**src/rtl/ws2812_tx_if.sv**
```systemverilog
// Frame handshake between a pixel source and the WS2812 serialiser.
interface ws2812_tx_if #(
   parameter int unsigned NUM_LEDS = 16
);
   logic [NUM_LEDS*24-1:0] frame_data;
   logic                   start;
   logic                   ready;
   logic                   done;

   modport master (output frame_data, output start, input ready, input done);
   modport slave  (input frame_data, input start, output ready, output done);
endinterface

```
**src/rtl/ws2812_tx.sv**
```systemverilog
// WS2812 serial transmitter: shifts a captured GRB frame out as pulse-width coded bits,
// then holds the line low for the latch gap and pulses done.
module ws2812_tx #(
   parameter int unsigned NUM_LEDS = 16,
   parameter int unsigned T0H      = 50,
   parameter int unsigned T1H      = 100,
   parameter int unsigned TBIT     = 156,
   parameter int unsigned TLATCH   = 7500
) (
   input  logic        clk,
   input  logic        rst_n,
   ws2812_tx_if.slave  bus,
   output logic        ws2812_din_o
);

   localparam int unsigned NumBits = NUM_LEDS * 24;
   localparam int unsigned BitW    = (NumBits > 1) ? $clog2(NumBits) : 1;
   localparam int unsigned CntMax  = (TBIT > TLATCH) ? TBIT : TLATCH;
   localparam int unsigned CntW    = $clog2(CntMax + 1);

   typedef enum logic [1:0] {StIdle, StHigh, StLow, StLatch} state_e;

   state_e               state_q, state_d;
   logic [CntW-1:0]      cnt_q, cnt_d;
   logic [BitW-1:0]      bit_q, bit_d;
   logic [NumBits-1:0]   shadow_q, shadow_d;
   logic [NumBits-1:0]   frame_ordered;
   logic                 din_q, din_d;
   logic                 ready, done;
   logic                 accept, cur_bit, high_end, bit_end, last_bit, latch_end;

   // Reorder so the first bit on the wire (pixel 0, bit 23) sits at the shadow MSB.
   always_comb begin
      frame_ordered = '0;
      for (int i = 0; i < NUM_LEDS; i++) begin
         frame_ordered[(NUM_LEDS-1-i)*24 +: 24] = bus.frame_data[i*24 +: 24];
      end
   end

   assign accept    = (state_q == StIdle) && bus.start;
   assign cur_bit   = shadow_q[NumBits-1];
   assign high_end  = cnt_q == (cur_bit ? CntW'(T1H - 1) : CntW'(T0H - 1));
   assign bit_end   = cnt_q == CntW'(TBIT - 1);
   assign last_bit  = bit_q == BitW'(NumBits - 1);
   assign latch_end = cnt_q == CntW'(TLATCH - 1);

   always_ff @(posedge clk or negedge rst_n) begin
      if (!rst_n) begin
         state_q <= StIdle;
      end else begin
         state_q <= state_d;
      end
   end

   always_comb begin
      state_d = state_q;
      unique case (state_q)
         StIdle:  if (accept)    state_d = StHigh;
         StHigh:  if (high_end)  state_d = StLow;
         StLow:   if (bit_end)   state_d = last_bit ? StLatch : StHigh;
         StLatch: if (latch_end) state_d = StIdle;
         default:                state_d = StIdle;
      endcase
   end

   // Phase counter runs across the whole bit period; high/low split is a compare point.
   always_comb begin
      cnt_d    = cnt_q + 1'b1;
      bit_d    = bit_q;
      shadow_d = shadow_q;
      unique case (state_q)
         StIdle: begin
            cnt_d = '0;
            bit_d = '0;
            if (accept) shadow_d = frame_ordered;
         end
         StLow: begin
            if (bit_end) begin
               cnt_d = '0;
               if (!last_bit) begin
                  bit_d    = bit_q + 1'b1;
                  shadow_d = {shadow_q[NumBits-2:0], 1'b0};
               end
            end
         end
         StLatch: if (latch_end) cnt_d = '0;
         default: ;
      endcase
   end

   always_ff @(posedge clk or negedge rst_n) begin
      if (!rst_n) begin
         cnt_q    <= '0;
         bit_q    <= '0;
         shadow_q <= '0;
         din_q    <= 1'b0;
      end else begin
         cnt_q    <= cnt_d;
         bit_q    <= bit_d;
         shadow_q <= shadow_d;
         din_q    <= din_d;
      end
   end

   always_comb begin
      din_d = (state_d == StHigh);
      ready = (state_q == StIdle);
      done  = (state_q == StLatch) && latch_end;
   end

   assign bus.ready    = ready;
   assign bus.done     = done;
   assign ws2812_din_o = din_q;

endmodule

```
**src/flat_wrapper.sv**
```systemverilog
// flat-port wrapper written by rule: the top's interface ports become plain ports
module ws2812_tx_flat 
#(
   parameter int unsigned NUM_LEDS = 16,
   parameter int unsigned T0H      = 50,
   parameter int unsigned T1H      = 100,
   parameter int unsigned TBIT     = 156,
   parameter int unsigned TLATCH   = 7500
)
  (clk, rst_n, ws2812_din_o, bus_frame_data, bus_start, bus_ready, bus_done);
  ws2812_tx_if #(.NUM_LEDS(NUM_LEDS)) bus_i ();
  input  logic clk;
  input  logic rst_n;
  output logic ws2812_din_o;
  input wire logic [$bits(bus_i.frame_data)-1:0] bus_frame_data;
  input wire logic [$bits(bus_i.start)-1:0] bus_start;
  output wire logic [$bits(bus_i.ready)-1:0] bus_ready;
  output wire logic [$bits(bus_i.done)-1:0] bus_done;
  assign bus_i.frame_data = bus_frame_data;
  assign bus_i.start = bus_start;
  assign bus_ready = bus_i.ready;
  assign bus_done = bus_i.done;
  ws2812_tx #(.NUM_LEDS(NUM_LEDS), .T0H(T0H), .T1H(T1H), .TBIT(TBIT), .TLATCH(TLATCH)) u_core (.clk(clk), .rst_n(rst_n), .bus(bus_i), .ws2812_din_o(ws2812_din_o));
endmodule
```
**config.mk**
```make
export PLATFORM = sky130hd
export DESIGN_NAME = ws2812_tx_flat
export DESIGN_NICKNAME = d
export VERILOG_FILES = /design/src/rtl/ws2812_tx_if.sv /design/src/rtl/ws2812_tx.sv /design/src/flat_wrapper.sv
export SDC_FILE = /design/constraint.sdc
export NUM_CORES = 1
export LEC_CHECK = 0
export CORE_ASPECT_RATIO = 1.1
export CORE_MARGIN = 4
export CORE_UTILIZATION = 48
export DETAILED_ROUTE_END_ITERATION = 10
export PLACE_DENSITY = 0.78
export SETUP_SLACK_MARGIN = 0.05
export SYNTH_ARGS = -nofsm -noshare
export SYNTH_HDL_FRONTEND = slang
export SYNTH_SLANG_ARGS = --single-unit
```
**constraint.sdc**
```tcl
create_clock -name clk -period 2.9 [get_ports clk]
set_clock_uncertainty 0.1 [all_clocks]
set_input_delay 0.58 -clock clk [delete_from_list [all_inputs] [get_ports clk]]
set_output_delay 0.58 -clock clk [all_outputs]
set_load 0.01 [all_outputs]
```
==> results.json <==
{
  "synth_cell_types": 47,
  "hold_viol_final": 0,
  "power_density_nw_per_um2": 477,
  "antenna_found_initial": 1,
  "die-area_um2": 45800,
  "clk_pin_slew_worst_paths_ns": 0.06,
  "dr_wl_met2_mm": 25.2,
  "endpoint_kind": "flip-flop",
  "synth_top_area_frac": 0.503,
  "ir_drop_mv": 0.391,
  "finalCritPeriodShare": 0.978,
  "grt_pass1_wl_mm": 80.6,
  "ys.flop_type": "dfrtp_1",
  "setup_viol": 0,
  "rows": 78,
  "dieWidth_um": 204,
  "synth_edf_count": 0,
  "yosysTopAreaCell": "dfrtp_1",
  "rsz0062_at_grt": "yes",
  "worst_slew_pin_slew_ns": 0.961,
  "cts-buffers-inserted": 42,
  "mostFrequentLayoutCells": "1157 x nand2_1, 408 x dfrtp_1, 387 x clkdlybuf4s50_1",
  "grt_max_degree": 212,
  "drv_slew": 0,
  "gp_congestion": 0.809,
  "max_cap_viol_count": 0,
  "area_delta_synth_final_pct": 30.8,
  "cts.sinks": 409,
  "fmax_mhz": 353,
  "ys_warn_count": 0,
  "root_buffer": "clkbuf_16",
  "p_leak_nw": 12.4,
  "htree_num_levels": 2,
  "grt_usage": 0.210,
  "drive_gt1_frac": 0.0644,
  "dp_cells": 3063,
  "clock_latency_ns": 0.54,
  "ioPinCount": 390,
  "cp_max_fo": 11,
  "fin_crit_ns": 2.84,
  "ys_ff_latch": 409,
  "slew_headroom": 0.359,
  "grt_pass1_vias": 16500,
  "ant_nets": 0,
  "totalWireLength_mm": 51.3,
  "syn-num-nets": 2594,
  "cts_max_path_buffers": 3,
  "detail_route.first_pass.iterations": 5,
  "routed-wl-met3_mm": 2.97,
  "tns_ns": 0,
  "portBuffers": 389,
  "overflow": 0,
  "drt-wirelength-per-cell_um": 16.2,
  "vias": 16300,
  "start_kind": "flip-flop",
  "top_layer": "met4",
  "wl_met1_mm": 21.8,
  "coreArea_um2": 41600,
  "final_area_um2": 26600,
  "synth_area_um2": 20400,
  "hold_depth": 1,
  "hpwl_mm": 34.6,
  "die_h_um": 224,
  "fin_nets": 2953,
  "async_reset_ff_frac": 1.00,
  "cp.required_ns": 3.21,
  "final_common_cell": "nand2_1",
  "place_area_um2": 24900,
  "setup_ws_ns": 0.0640,
  "path_class": "flip-flop to flip-flop",
  "tritoncts": "built",
  "final_cells": 3156,
  "drc": 0,
  "drt_iter0_markers": 1012,
  "initial_core_util": 0.490,
  "r2r_cells": 7,
  "min_path_type": "flip-flop to flip-flop",
  "yosysSeqAreaShare": 0.503,
  "status": "completed",
  "place_ws_ns": 0.0172,
  "synthCells": 2205,
  "final_core_util": 0.641,
  "critPathArrivalTime_ns": 3.15,
  "syn-mean-instance-area_um2": 9.23,
  "synthTopCellsByArea": "dfrtp_1 50%, nand2_1 21%, mux2_1 20%",
  "via_per_inst": 5.16
}
final cells by class:
cell class | instances | area [um^2]
Antenna cell | 1 | 2.50
Inverter | 6 | 22.5
Clock inverter | 7 | 65.1
Multi-Input combinational cell | 1654 | 9490
Sequential cell | 409 | 10200
Tap cell | 560 | 701
Clock buffer | 68 | 1340
Fill cell | 3254 | 14900
Timing Repair Buffer | 451 | 4780
sequential cells by signal, summed over array words and instances (netlist names):
signal,cells
u_core.cnt_q,13
u_core.bit_q,9
u_core.shadow_q,384
u_core.ws2812_din_o,1
u_core.state_q,2
where the power goes:
group	total [W]	internal [W]	switching (W)	leakage, nW
Clock	0.00542	0.00325	0.00217	0.690
Sequential	0.00612	0.00598	0.000138	4.80
Combinational	0.00117	0.000720	0.000448	6.92
Total	0.0127	0.00995	0.00276	12.4
worst paths after layout:
check,startpoint,to,slack [ns]
worst min-delay path,u_core.shadow_q[84]$_DFFE_PN0P_,u_core.shadow_q[84]$_DFFE_PN0P_,0.38
worst min register to register,u_core.shadow_q[84]$_DFFE_PN0P_,u_core.shadow_q[84]$_DFFE_PN0P_,0.38
worst max-delay path,u_core.cnt_q[9]$_DFF_PN0_,u_core.shadow_q[198]$_DFFE_PN0P_,0.06
max in group asynchronous,rst_n,u_core.shadow_q[259]$_DFFE_PN0P_,1.34
min in group asynchronous,rst_n,u_core.shadow_q[27]$_DFFE_PN0P_,0.52
worst max register to register,u_core.cnt_q[9]$_DFF_PN0_,u_core.shadow_q[198]$_DFFE_PN0P_,0.06
per-layer routing:
layer  vias up  track usage
li1       7792            -
met1      7939        0.280
met2       453        0.357
met3        91       0.0349
met4         0       0.0612
met5         -            0
metrics by stage:
step | total power (W) | hold slack, ns
after floorplan | 0.00657 | 0.184
after global placement | 0.00734 | 0.365
after detailed placement | 0.00739 | 0.366
after CTS | 0.0129 | 0.374
after global routing | 0.0132 | 0.393
final | 0.0127 | 0.384
critical path: stages, from the launching register on:
cell,delay [ns]
dfrtp_1,0.38
or4_1,0.54
o41a_1,0.44
nor4_4,0.31
buf_4,0.22
clkbuf_16,0.20
clkbuf_16,0.19
mux2_1,0.33
cell usage after synthesis (2+ instances only):
| cell | n |
|---|---|
| xnor2_1 | 4 |
| mux2_1 | 359 |
| nor2_1 | 15 |
| buf_2 | 3 |
| xor2_1 | 5 |
| buf_4 | 39 |
| mux2_2 | 26 |
| a31o_2 | 2 |
| clkbuf_1 | 90 |
| nand3b_1 | 2 |
| nor4b_1 | 2 |
| nand4b_1 | 2 |
| mux2i_1 | 4 |
| buf_1 | 4 |
| o41ai_1 | 2 |
| o21ai_0 | 7 |
| nand2b_1 | 3 |
| nand4_1 | 6 |
| or2_2 | 4 |
| and2_1 | 2 |
| or3_1 | 2 |
| ha_1 | 2 |
| dfrtp_1 | 409 |
| nor3_1 | 2 |
| nand3_1 | 10 |
| nor2b_1 | 2 |
| nor3b_1 | 2 |
| a21oi_1 | 7 |
| or4_1 | 5 |
| nor4_1 | 3 |
| and3_1 | 3 |
| inv_1 | 6 |
| nand2_1 | 1157 |
timing repair:
action	4_1_cts	5_1_grt
pin swaps	1	4
gates resized for setup	3	15
hold buffers	1	0
hold endpoints to repair	64	0
gates cloned	0	9
endpoints found under the setup margin	225	374
buffers inserted	2	5
cell families (layout without fill, tap and decap cells):
family / count (synthesis) / in the layout / share of synthesized area
fa+ha+maj: 2 / 2 / 0.00123
xor+xnor: 9 / 9 / 0.00387
other cells: 0 / 1 / 0
flops: 409 / 409 / 0.503
mux: 389 / 389 / 0.215
compound gates: 26 / 26 / 0.00860
simple gates: 1228 / 1228 / 0.235
buf+inv: 142 / 532 / 0.0335
No activity file was read; power rests on OpenSTA's default activity.
